`config.mk`:
```
export PLATFORM = sky130hd
export DESIGN_NAME = reg_access_ctrl
export DESIGN_NICKNAME = d
export VERILOG_FILES = /design/src/rtl/reg_access_ctrl_pkg.sv /design/src/rtl/reg_access_ctrl_wq_fifo.sv /design/src/rtl/reg_access_ctrl.sv
export SDC_FILE = /design/constraint.sdc
export NUM_CORES = 1
export LEC_CHECK = 0
export BUFFER_PORTS_ARGS = -buffer_cell sky130_fd_sc_hd__buf_2
export CAP_MARGIN = 20
export CELL_PAD_IN_SITES_DETAIL_PLACEMENT = 0
export CELL_PAD_IN_SITES_GLOBAL_PLACEMENT = 1
export CORE_MARGIN = 1.5
export CORE_UTILIZATION = 44
export DETAILED_ROUTE_END_ITERATION = 6
export PLACE_DENSITY_LB_ADDON = 0.1
export RECOVER_POWER = 25
export SYNTH_ARGS = -nofsm -noshare
export SYNTH_HDL_FRONTEND = slang
export SYNTH_SLANG_ARGS = --single-unit
export TNS_END_PERCENT = 1
```
`constraint.sdc`:
```
create_clock -name clk -period 4 [get_ports clk]
set_input_delay 0.4 -clock clk [delete_from_list [all_inputs] [get_ports clk]]
set_output_delay 0.4 -clock clk [all_outputs]
set_load 0.01 [all_outputs]
```
`src/rtl/reg_access_ctrl_pkg.sv`:
```
// Shared configuration for the register-file access path: word/address
// widths, register count and the write-queue pop encoding.
package reg_access_ctrl_pkg;

  localparam int DATA_W    = 32;
  localparam int ADDR_W    = 4;
  localparam int NUM_REGS  = 16;
  localparam int WORD_SIZE = DATA_W;
  localparam int WQ_DEPTH  = 4;

  typedef logic [DATA_W-1:0] word_t;
  typedef logic [ADDR_W-1:0] regaddr_t;

  typedef enum logic [1:0] {
    POP_NONE = 2'd0,
    POP_ONE  = 2'd1,
    POP_TWO  = 2'd2
  } pop_e;

endpackage

```
`src/rtl/reg_access_ctrl_wq_fifo.sv`:
```
// In-order {addr,data} write queue with 1/2-entry pop and two address
// lookups that return the youngest matching entry's data.
module reg_access_ctrl_wq_fifo #(
  parameter int DATA_W = 32,
  parameter int ADDR_W = 4,
  parameter int DEPTH  = 4
) (
  input  logic                     clk,
  input  logic                     rst,
  input  logic                     push,
  input  logic [ADDR_W-1:0]        push_addr,
  input  logic [DATA_W-1:0]        push_data,
  input  logic [1:0]               pop,
  output logic [$clog2(DEPTH):0]   count,
  output logic [ADDR_W-1:0]        head_addr,
  output logic [DATA_W-1:0]        head_data,
  output logic [ADDR_W-1:0]        next_addr,
  output logic [DATA_W-1:0]        next_data,
  input  logic [ADDR_W-1:0]        lk_addr0,
  input  logic [ADDR_W-1:0]        lk_addr1,
  output logic [DEPTH-1:0]         match0,
  output logic [DEPTH-1:0]         match1,
  output logic [DATA_W-1:0]        sel_data0,
  output logic [DATA_W-1:0]        sel_data1
);
  import reg_access_ctrl_pkg::*;

  localparam int PW = $clog2(DEPTH);
  localparam int CW = PW + 1;

  logic [ADDR_W-1:0] mem_addr [DEPTH];
  logic [DATA_W-1:0] mem_data [DEPTH];
  logic [PW-1:0]     rd_ptr;
  logic [PW-1:0]     wr_ptr;
  logic [PW-1:0]     nxt_ptr;
  logic [CW-1:0]     pop_amt;
  logic [PW-1:0]     idx;

  always_comb begin
    case (pop)
      POP_ONE: pop_amt = CW'(1);
      POP_TWO: pop_amt = CW'(2);
      default: pop_amt = '0;
    endcase
  end

  always_ff @(posedge clk or posedge rst) begin
    if (rst) begin
      rd_ptr <= '0;
      wr_ptr <= '0;
      count  <= '0;
    end else begin
      if (push) wr_ptr <= wr_ptr + PW'(1);
      rd_ptr <= rd_ptr + PW'(pop_amt);
      count  <= count + CW'(push) - pop_amt;
    end
  end

  // Storage is never reset; only the pointers define which slots are live.
  always_ff @(posedge clk) begin
    if (push) begin
      mem_addr[wr_ptr] <= push_addr;
      mem_data[wr_ptr] <= push_data;
    end
  end

  assign nxt_ptr   = rd_ptr + PW'(1);
  assign head_addr = mem_addr[rd_ptr];
  assign head_data = mem_data[rd_ptr];
  assign next_addr = mem_addr[nxt_ptr];
  assign next_data = mem_data[nxt_ptr];

  genvar gi;
  generate
    for (gi = 0; gi < DEPTH; gi++) begin : g_entry
      logic [PW-1:0] age;
      logic          live;
      assign age        = PW'(gi) - rd_ptr;
      assign live       = {1'b0, age} < count;
      assign match0[gi] = live && (mem_addr[gi] == lk_addr0);
      assign match1[gi] = live && (mem_addr[gi] == lk_addr1);
    end
  endgenerate

  // Walk oldest to youngest so the last hit (youngest) wins.
  always_comb begin
    sel_data0 = '0;
    sel_data1 = '0;
    idx       = '0;
    for (int k = 0; k < DEPTH; k++) begin
      idx = rd_ptr + PW'(k);
      if (match0[idx]) sel_data0 = mem_data[idx];
      if (match1[idx]) sel_data1 = mem_data[idx];
    end
  end

endmodule

```
`src/rtl/reg_access_ctrl.sv`:
```
// Register-file initiator: operand reads take priority over queue drains;
// writebacks are queued and forwarded to reads until committed.
module reg_access_ctrl #(
  parameter int DATA_W   = reg_access_ctrl_pkg::DATA_W,
  parameter int ADDR_W   = reg_access_ctrl_pkg::ADDR_W,
  parameter int WQ_DEPTH = reg_access_ctrl_pkg::WQ_DEPTH
) (
  input  logic                       clk,
  input  logic                       rst,
  input  logic                       rd_valid,
  output logic                       rd_ready,
  input  logic [ADDR_W-1:0]          rd_addr0,
  input  logic [ADDR_W-1:0]          rd_addr1,
  output logic                       op_valid,
  output logic [DATA_W-1:0]          op_data0,
  output logic [DATA_W-1:0]          op_data1,
  input  logic                       wb_valid,
  output logic                       wb_ready,
  input  logic [ADDR_W-1:0]          wb_addr,
  input  logic [DATA_W-1:0]          wb_data,
  output logic [ADDR_W-1:0]          rf_addr0,
  output logic [ADDR_W-1:0]          rf_addr1,
  output logic [DATA_W-1:0]          rf_din0,
  output logic [DATA_W-1:0]          rf_din1,
  output logic                       rf_we0,
  output logic                       rf_we1,
  input  logic [DATA_W-1:0]          rf_dout0,
  input  logic [DATA_W-1:0]          rf_dout1,
  output logic [$clog2(WQ_DEPTH):0]  wq_count,
  output logic                       idle
);
  import reg_access_ctrl_pkg::*;

  localparam int CW = $clog2(WQ_DEPTH) + 1;

  logic              wq_full;
  logic              rd_acc;
  logic              push;
  logic              drain;
  logic              pair_ok;
  pop_e              pop;
  logic [ADDR_W-1:0] head_addr;
  logic [ADDR_W-1:0] next_addr;
  logic [DATA_W-1:0] head_data;
  logic [DATA_W-1:0] next_data;
  logic [WQ_DEPTH-1:0] match0;
  logic [WQ_DEPTH-1:0] match1;
  logic [DATA_W-1:0] sel_data0;
  logic [DATA_W-1:0] sel_data1;
  logic [ADDR_W-1:0] addr0_reg;
  logic [ADDR_W-1:0] addr1_reg;

  reg_access_ctrl_wq_fifo #(
    .DATA_W (DATA_W),
    .ADDR_W (ADDR_W),
    .DEPTH  (WQ_DEPTH)
  ) u_wq (
    .clk       (clk),
    .rst       (rst),
    .push      (push),
    .push_addr (wb_addr),
    .push_data (wb_data),
    .pop       (pop),
    .count     (wq_count),
    .head_addr (head_addr),
    .head_data (head_data),
    .next_addr (next_addr),
    .next_data (next_data),
    .lk_addr0  (rd_addr0),
    .lk_addr1  (rd_addr1),
    .match0    (match0),
    .match1    (match1),
    .sel_data0 (sel_data0),
    .sel_data1 (sel_data1)
  );

  assign wq_full  = (wq_count == CW'(WQ_DEPTH));
  assign rd_ready = !wq_full;
  assign wb_ready = !wq_full;

  // Gating with rst makes the write enables collapse the moment reset rises.
  assign rd_acc  = rd_valid && !wq_full && !rst;
  assign push    = wb_valid && !wq_full && !rst;
  assign drain   = !rd_acc && (wq_count != '0) && !rst;
  // Same-address pair would race on the two ports, so only the head goes.
  assign pair_ok = (wq_count >= CW'(2)) && (next_addr != head_addr);
  assign pop     = !drain ? POP_NONE : (pair_ok ? POP_TWO : POP_ONE);

  assign rf_we0   = drain;
  assign rf_we1   = drain && pair_ok;
  assign rf_addr0 = rd_acc ? rd_addr0 : (rf_we0 ? head_addr : addr0_reg);
  assign rf_addr1 = rd_acc ? rd_addr1 : (rf_we1 ? next_addr : addr1_reg);
  assign rf_din0  = rf_we0 ? head_data : '0;
  assign rf_din1  = rf_we1 ? next_data : '0;

  always_ff @(posedge clk or posedge rst) begin
    if (rst) begin
      addr0_reg <= '0;
      addr1_reg <= '0;
      op_valid  <= 1'b0;
      op_data0  <= '0;
      op_data1  <= '0;
    end else begin
      addr0_reg <= rf_addr0;
      addr1_reg <= rf_addr1;
      op_valid  <= rd_acc;
      if (rd_acc) begin
        op_data0 <= (|match0) ? sel_data0 : rf_dout0;
        op_data1 <= (|match1) ? sel_data1 : rf_dout1;
      end
    end
  end

  assign idle = (wq_count == '0) && !op_valid;

endmodule

```
==> reports/results.txt, run 1 <==
status - finished clean
Post-synth EDFFs - 144
crit path buf inv count - 2
CTS root buffer - clkbuf_16
Biggest register - u_wq.mem_data
Synth Area in Simple Gates - 0.112
GRT Total Usage - 0.299
main combinational cell family by area after synthesis - compound AO/OA/AOI/OAI gates
proportion of synthesized area in mux cells - 0.131
biggest regs - u_wq.mem_data: 128 flops, op_data0: 32 flops, op_data1: 32 flops
Critical Path RT - 3600 ps
Worst-Skew Late Latency - 550 ps
XOR/XNOR share of the synthesized area - 0.0287
Leak - 6.39 nW
fraction of layout cells with a size suffix above 1 - 0.258
max FFs per register - 128
CTS clock-pin slew for the worst setup and hold paths - 60 ps
Post-Syn Nets - 1525
Clock power frac - 0.172
post-synth cell types - 67
Int Power - 6.87 mW
worst min path class - in -> reg
Via density - 6.08
GP Congestion - 0.907
grt ovf - 0
Clock Path Buffers - 3
Synth Area in Compound Gates - 0.218
Synth-to-Final Area Change - 16.3%
FF+latch count, synth - 224
wire per inst - 25.0 um
pwr dens - 791 nW/um^2
Synth Warn # - 0
Startpoint Class - register
# clock sinks - 224
Final Core Density - 0.520
IO Pins - 257
Clock Skew - 16.1 ps
Detail Route Antenna Nets - 0
# DRC - 0
FMAX - 268 MHz
min cycle time layout - 3730 ps
Crit Path Category - reg -> out
CP cell instances - buf_12 -> mux2_2 -> o21ai_0 -> nor2_1 -> buf_2
Top delay family on crit path - buffers and inverters
Initial Util - 0.447
Synth Area in Adders - 0.0121
Post-DP HPWL - 37200 um
Mapped Avg Cell Area - 10.1 um^2
Post-Synthesis Cells - 1400
vias in the first global route - 11400
Hold Fails Final Rpt - 0
Die Span X - 182 um
Arr. time, crit path - 3330 ps
Max rail drop VDD - 0.000430 V
Die Footprint - 33200 um^2
commonest non-fill, non-tap cell in the layout - buf_2
Final Slew Violations - 0
max incr delay on CP - 660 ps
Worst slew margin - 0.308
final setup fails - 0
Setup TNS - 0 ps
Vias - 12300
Async S/R FF share, synth - 0.357
core area - 31600 um^2
DRT iter0 DRCs - 1040
DR pass1 iterations - 5
ys flop type - edfxtp_1
period utilization - 0.933
first-pass GRT wire length - 73900 um
Layout fillers - 2963
multi-input logic area - 7100 um^2
most frequent cells in the layout - 219 x buf_2, 182 x nand2_1, 144 x edfxtp_1
die height - 182 um
drt total wl - 50500 um
Mapped Area - 14100 um^2
register area - 6330 um^2
row cnt - 65
initial antenna violation count - 2
nature of the critical path endpoint - output port
largest net degree at the start of global routing - 139
Critical-path top delay cell - o21ai_0
RSZ-0062 raised after global routing - false
sw frac - 0.471
Flop pwr share - 0.265
CTS Buf Count - 27
Gate power share - 0.563
NumNets Final - 1725
H-tree Lvls - 1
sequential fraction of the synthesis area - 0.448
CTS tree - done
Worst Tran Pin Value - 1030 ps
Sw Pwr - 6.12 mW
critical path peak fanout - 138
port bufs - 256
max-cap violations - 0
-- cell usage after synthesis (all sizes together), types with 12 or more instances --
cell | n | share of area
o2bb2ai | 25 | 0.016
o21ai | 143 | 0.051
nand2b | 30 | 0.013
buf | 72 | 0.032
xor2 | 18 | 0.014
clkbuf | 55 | 0.015
o221ai | 39 | 0.024
dfrtp | 80 | 0.14
inv | 14 | 0.0037
mux2i | 83 | 0.060
xnor2 | 24 | 0.015
edfxtp | 144 | 0.31
nand2 | 183 | 0.049
a21oi | 64 | 0.025
o21a | 26 | 0.014
o31ai | 25 | 0.013
nor2 | 105 | 0.028
a31oi | 26 | 0.012
mux2 | 60 | 0.048
o22ai | 48 | 0.021
mux4 | 14 | 0.023
a211oi | 24 | 0.013
ha | 12 | 0.011
-- cells by family after synthesis --
kind of cell,count (synthesis)
AND/OR/NAND/NOR,356
adder cells (fa/ha/maj),13
multiplexers,157
buffers and inverters,141
XOR/XNOR,42
AO/OA/AOI/OAI,467
flip-flops,224
-- layout make-up --
| type | count | area share |
|---|---|---|
| clock buffer | 33 | 0.0438 |
| timing repair buffer | 298 | 0.0985 |
| sequential | 224 | 0.386 |
| clock inverter | 14 | 0.00473 |
| tap | 402 | 0.0307 |
| antenna | 1 | 0.000153 |
| multi-input combinational | 1035 | 0.433 |
| inverter | 14 | 0.00336 |
-- layer usage --
metal / global-route usage / wire (um) / vias to the layer above / part of all wire
li1: - / - / 5671 / -
met1: 0.467 / 24100 / 5921 / 0.48
met2: 0.392 / 19400 / 632 / 0.38
met3: 0.100 / 5870 / 54 / 0.12
met4: 0.0664 / 1110 / 2 / 0.022
met5: 0 / 10 / - / 0.00020
-- stage by stage --
stage | cell area [um^2] | hold WS [ps] | worst slack, ps | total power, mW | std cells
2_1_floorplan | 14100 | 499 | 85.4 | 7.93 | 1400
3_3_place_gp | 15600 | 436 | 509 | 10.5 | 1972
3_5_place_dp | 15600 | 444 | 533 | 10.6 | 1972
4_1_cts | 16400 | 45.9 | 64.9 | 12.9 | 2020
5_1_grt | 16400 | 100 | 54.5 | 13.7 | 2020
6_report | 16400 | 112 | 270 | 13.0 | 2021
-- timing repair --
item | 4_1_cts | 5_1_grt
buffers inserted | 0 | 0
hold buffers | 1 | 0
gates resized for setup | 1 | 1
gates cloned | 0 | 0
hold endpoints to repair | 20 | 0
setup endpoints to repair | 21 | 2
-- power by group through the flow --
| stage | Sequential [mW] | Combinational [mW] | Clock (mW) |
|---|---|---|---|
| 6_report | 3.44 | 7.32 | 2.23 |
| 5_1_grt | 3.51 | 7.81 | 2.37 |
| 4_1_cts | 3.44 | 7.14 | 2.28 |
| 3_5_place_dp | 3.48 | 7.11 | 0 |
| 3_3_place_gp | 3.48 | 7.06 | 0 |
| 2_1_floorplan | 3.45 | 4.48 | 0 |
-- path summary, 6_finish.rpt --
kind                                      from                   to  slack, ps  cells past startpoint
worst min register to register     op_data0[5]          op_data0[5]        550                      2
worst min-delay path                wb_data[5]  u_wq.mem_data[1][5]        110                      1
worst max-delay path            u_wq.rd_ptr[1]          rf_din0[29]        270                      5
max in group asynchronous                  rst         op_data1[24]       2400                      4
worst max register to register  u_wq.rd_ptr[0]         op_data0[18]        540                     10
min in group asynchronous                  rst             op_valid        440                      3
Note: power is estimated with default switching activity, not from simulation.
==> run 2, diff against run 1 <==
CORE_MARGIN = 4   (was 1.5)
CORE_UTILIZATION = 40   (was 44)
HOLD_SLACK_MARGIN = 0.05   (was unset)
clock period = 3.15 ns   (was 4 ns; I/O delays follow)
==> reports/results.txt, run 2 (synthesis gave the netlist of run 1 again) <==
status - finished with violations (was finished clean)
failing checks - negative setup slack
total power - 18.4 mW (was 13.0 mW)
Worst slew margin - 0.270 (was 0.308)
Worst-Skew Late Latency - 540 ps (was 550 ps)
max FFs per register - 128 (unchanged)
NumNets Final - 1862 (was 1725)
biggest regs - u_wq.mem_data: 128 flops, op_data0: 32 flops, op_data1: 32 flops (unchanged)
period utilization - 1.03
Final Slew Violations - 0 (unchanged)
Worst Tran Pin Value - 1090 ps (was 1030 ps)
GRT Total Usage - 0.269 (was 0.299)
Fin Hold WS - 68.7 ps (was 112 ps)
PnR worst setup slack - -85.7 ps (was 270 ps)
H-tree Lvls - 1 (unchanged)
Placed Cells incl. Taps - 2105 (was 1972)
CTS Buf Count - 26 (was 27)
grt ovf - 0 (unchanged)
nature of the critical path endpoint - output port (unchanged)
Vias - 12900 (was 12300)
Post-DP HPWL - 39800 um (was 37200 um)
FMAX - 309 MHz
Setup TNS - -1100 ps (was 0 ps)
# DRC - 0 (unchanged)
critical path peak fanout - 24 (was 138)
# clock sinks - 224 (unchanged)
initial antenna violation count - 2 (unchanged)
Clock Path Buffers - 3 (unchanged)
commonest non-fill, non-tap cell in the layout - buf_2 (unchanged)
port bufs - 256 (unchanged)
Leak - 7.31 nW (was 6.39 nW)
final setup fails - 30 (was 0)
Biggest register - u_wq.mem_data (unchanged)
fraction of layout cells with a size suffix above 1 - 0.349 (was 0.258)
row cnt - 68 (was 65)
Initial Util - 0.407 (was 0.447)
Via density - 5.82 (was 6.08)
wire per inst - 24.6 um (was 25.0 um)
Detail Route Antenna Nets - 0 (unchanged)
GP Congestion - 0.965 (was 0.907)
CTS root buffer - clkbuf_16 (unchanged)
worst min path class - in -> reg (unchanged)
DR pass1 iterations - 5 (unchanged)
max-cap violations - 0 (unchanged)
vias in the first global route - 12100 (was 11400)
Clock Skew - 17.5 ps (was 16.1 ps)
Arr. time, crit path - 2920 ps (was 3330 ps)
largest net degree at the start of global routing - 121 (was 139)
antenna cells - 0 (was 1)
Die Span X - 196 um (was 182 um)
pwr dens - 988 nW/um^2 (was 791 nW/um^2)
Critical Path RT - 2830 ps (was 3600 ps)
first-pass GRT wire length - 79700 um (was 73900 um)
min cycle time layout - 3240 ps
CTS clock-pin slew for the worst setup and hold paths - 60 ps (about the same)
Hold Fails Final Rpt - 0 (unchanged)
core area - 34700 um^2 (was 31600 um^2)
pre-CTS WS - -88.9 ps (was 533 ps)
drt total wl - 54400 um (was 50500 um)
most frequent cells in the layout - 223 x buf_2, 179 x nand2_1, 144 x edfxtp_1 (was 219 x buf_2, 182 x nand2_1, 144 x edfxtp_1)
post-route cell area - 18600 um^2 (was 16400 um^2)
Synth-to-Final Area Change - 32.0% (was 16.3%)
Final Core Density - 0.537 (was 0.520)
RSZ-0062 raised after global routing - true (was false)
die height - 196 um (was 182 um)
Crit Path Category - reg -> out (unchanged)
CTS tree - done (unchanged)
Max rail drop VDD - 0.000721 V (was 0.000430 V)
Die Footprint - 38300 um^2 (was 33200 um^2)
fin cells - 2212 (was 2021)
DRT iter0 DRCs - 1038 (was 1040)
Startpoint Class - register (unchanged)
Post-DP Area - 16600 um^2 (was 15600 um^2)
IO Pins - 257 (unchanged)
run 2: worst paths after layout:
check | start | end | slack [ps] | cells past startpoint
worst max-delay path | u_wq.rd_ptr[0] | rf_din1[6] | -90 | 8
worst min-delay path | rf_dout0[4] | op_data0[4] | 70 | 3
worst max register to register | u_wq.rd_ptr[1] | op_data0[14] | -30 | 13
worst min register to register | op_data0[17] | op_data0[17] | 580 | 2
max in group asynchronous | rst | op_data0[22] | 910 | 5
min in group asynchronous | rst | addr1_reg[1] | 740 | 4
run 2: layer usage:
layer,vias up,track usage,share of wire
met2,551,0.369,0.41
met1,6326,0.431,0.48
met3,57,0.0665,0.096
li1,5939,-,-
met5,-,0,0.00048
met4,4,0.0489,0.016
run 2: worst max-delay path, cell delays in order (launching register included):
cell and delay [ps]:
dfrtp_4 530, mux4_1 640, xnor2_1 170, a41oi_2 210, nand2_2 140, buf_12 180
buf_12 150, nor2_2 160, buf_2 160
run 2: timing repair:
action	4_1_cts	5_1_grt
gates resized for setup	41	111
setup endpoints to repair	61	108
gates cloned	0	1
pin swaps	0	14
hold buffers	41	0
buffers inserted	7	10
endpoints found under the hold margin	163	0
run 2: cell type report:
| type | count | area [um^2] |
|---|---|---|
| clock inverters | 15 | 156 |
| flip-flops and latches | 224 | 6330 |
| clock buffers | 33 | 738 |
| repair buffers | 436 | 3120 |
| well taps | 455 | 569 |
| inverters | 14 | 57.6 |
| multi-input cells | 1035 | 7650 |
| fillers | 3203 | 16100 |
run 2: power breakdown:
part / switching (mW) / leakage [nW] / total [mW] / internal (mW)
Sequential: 0.515 / 2.20 / 4.36 / 3.84
Clock: 1.25 / 0.433 / 3.15 / 1.90
Combinational: 6.51 / 4.68 / 10.9 / 4.39
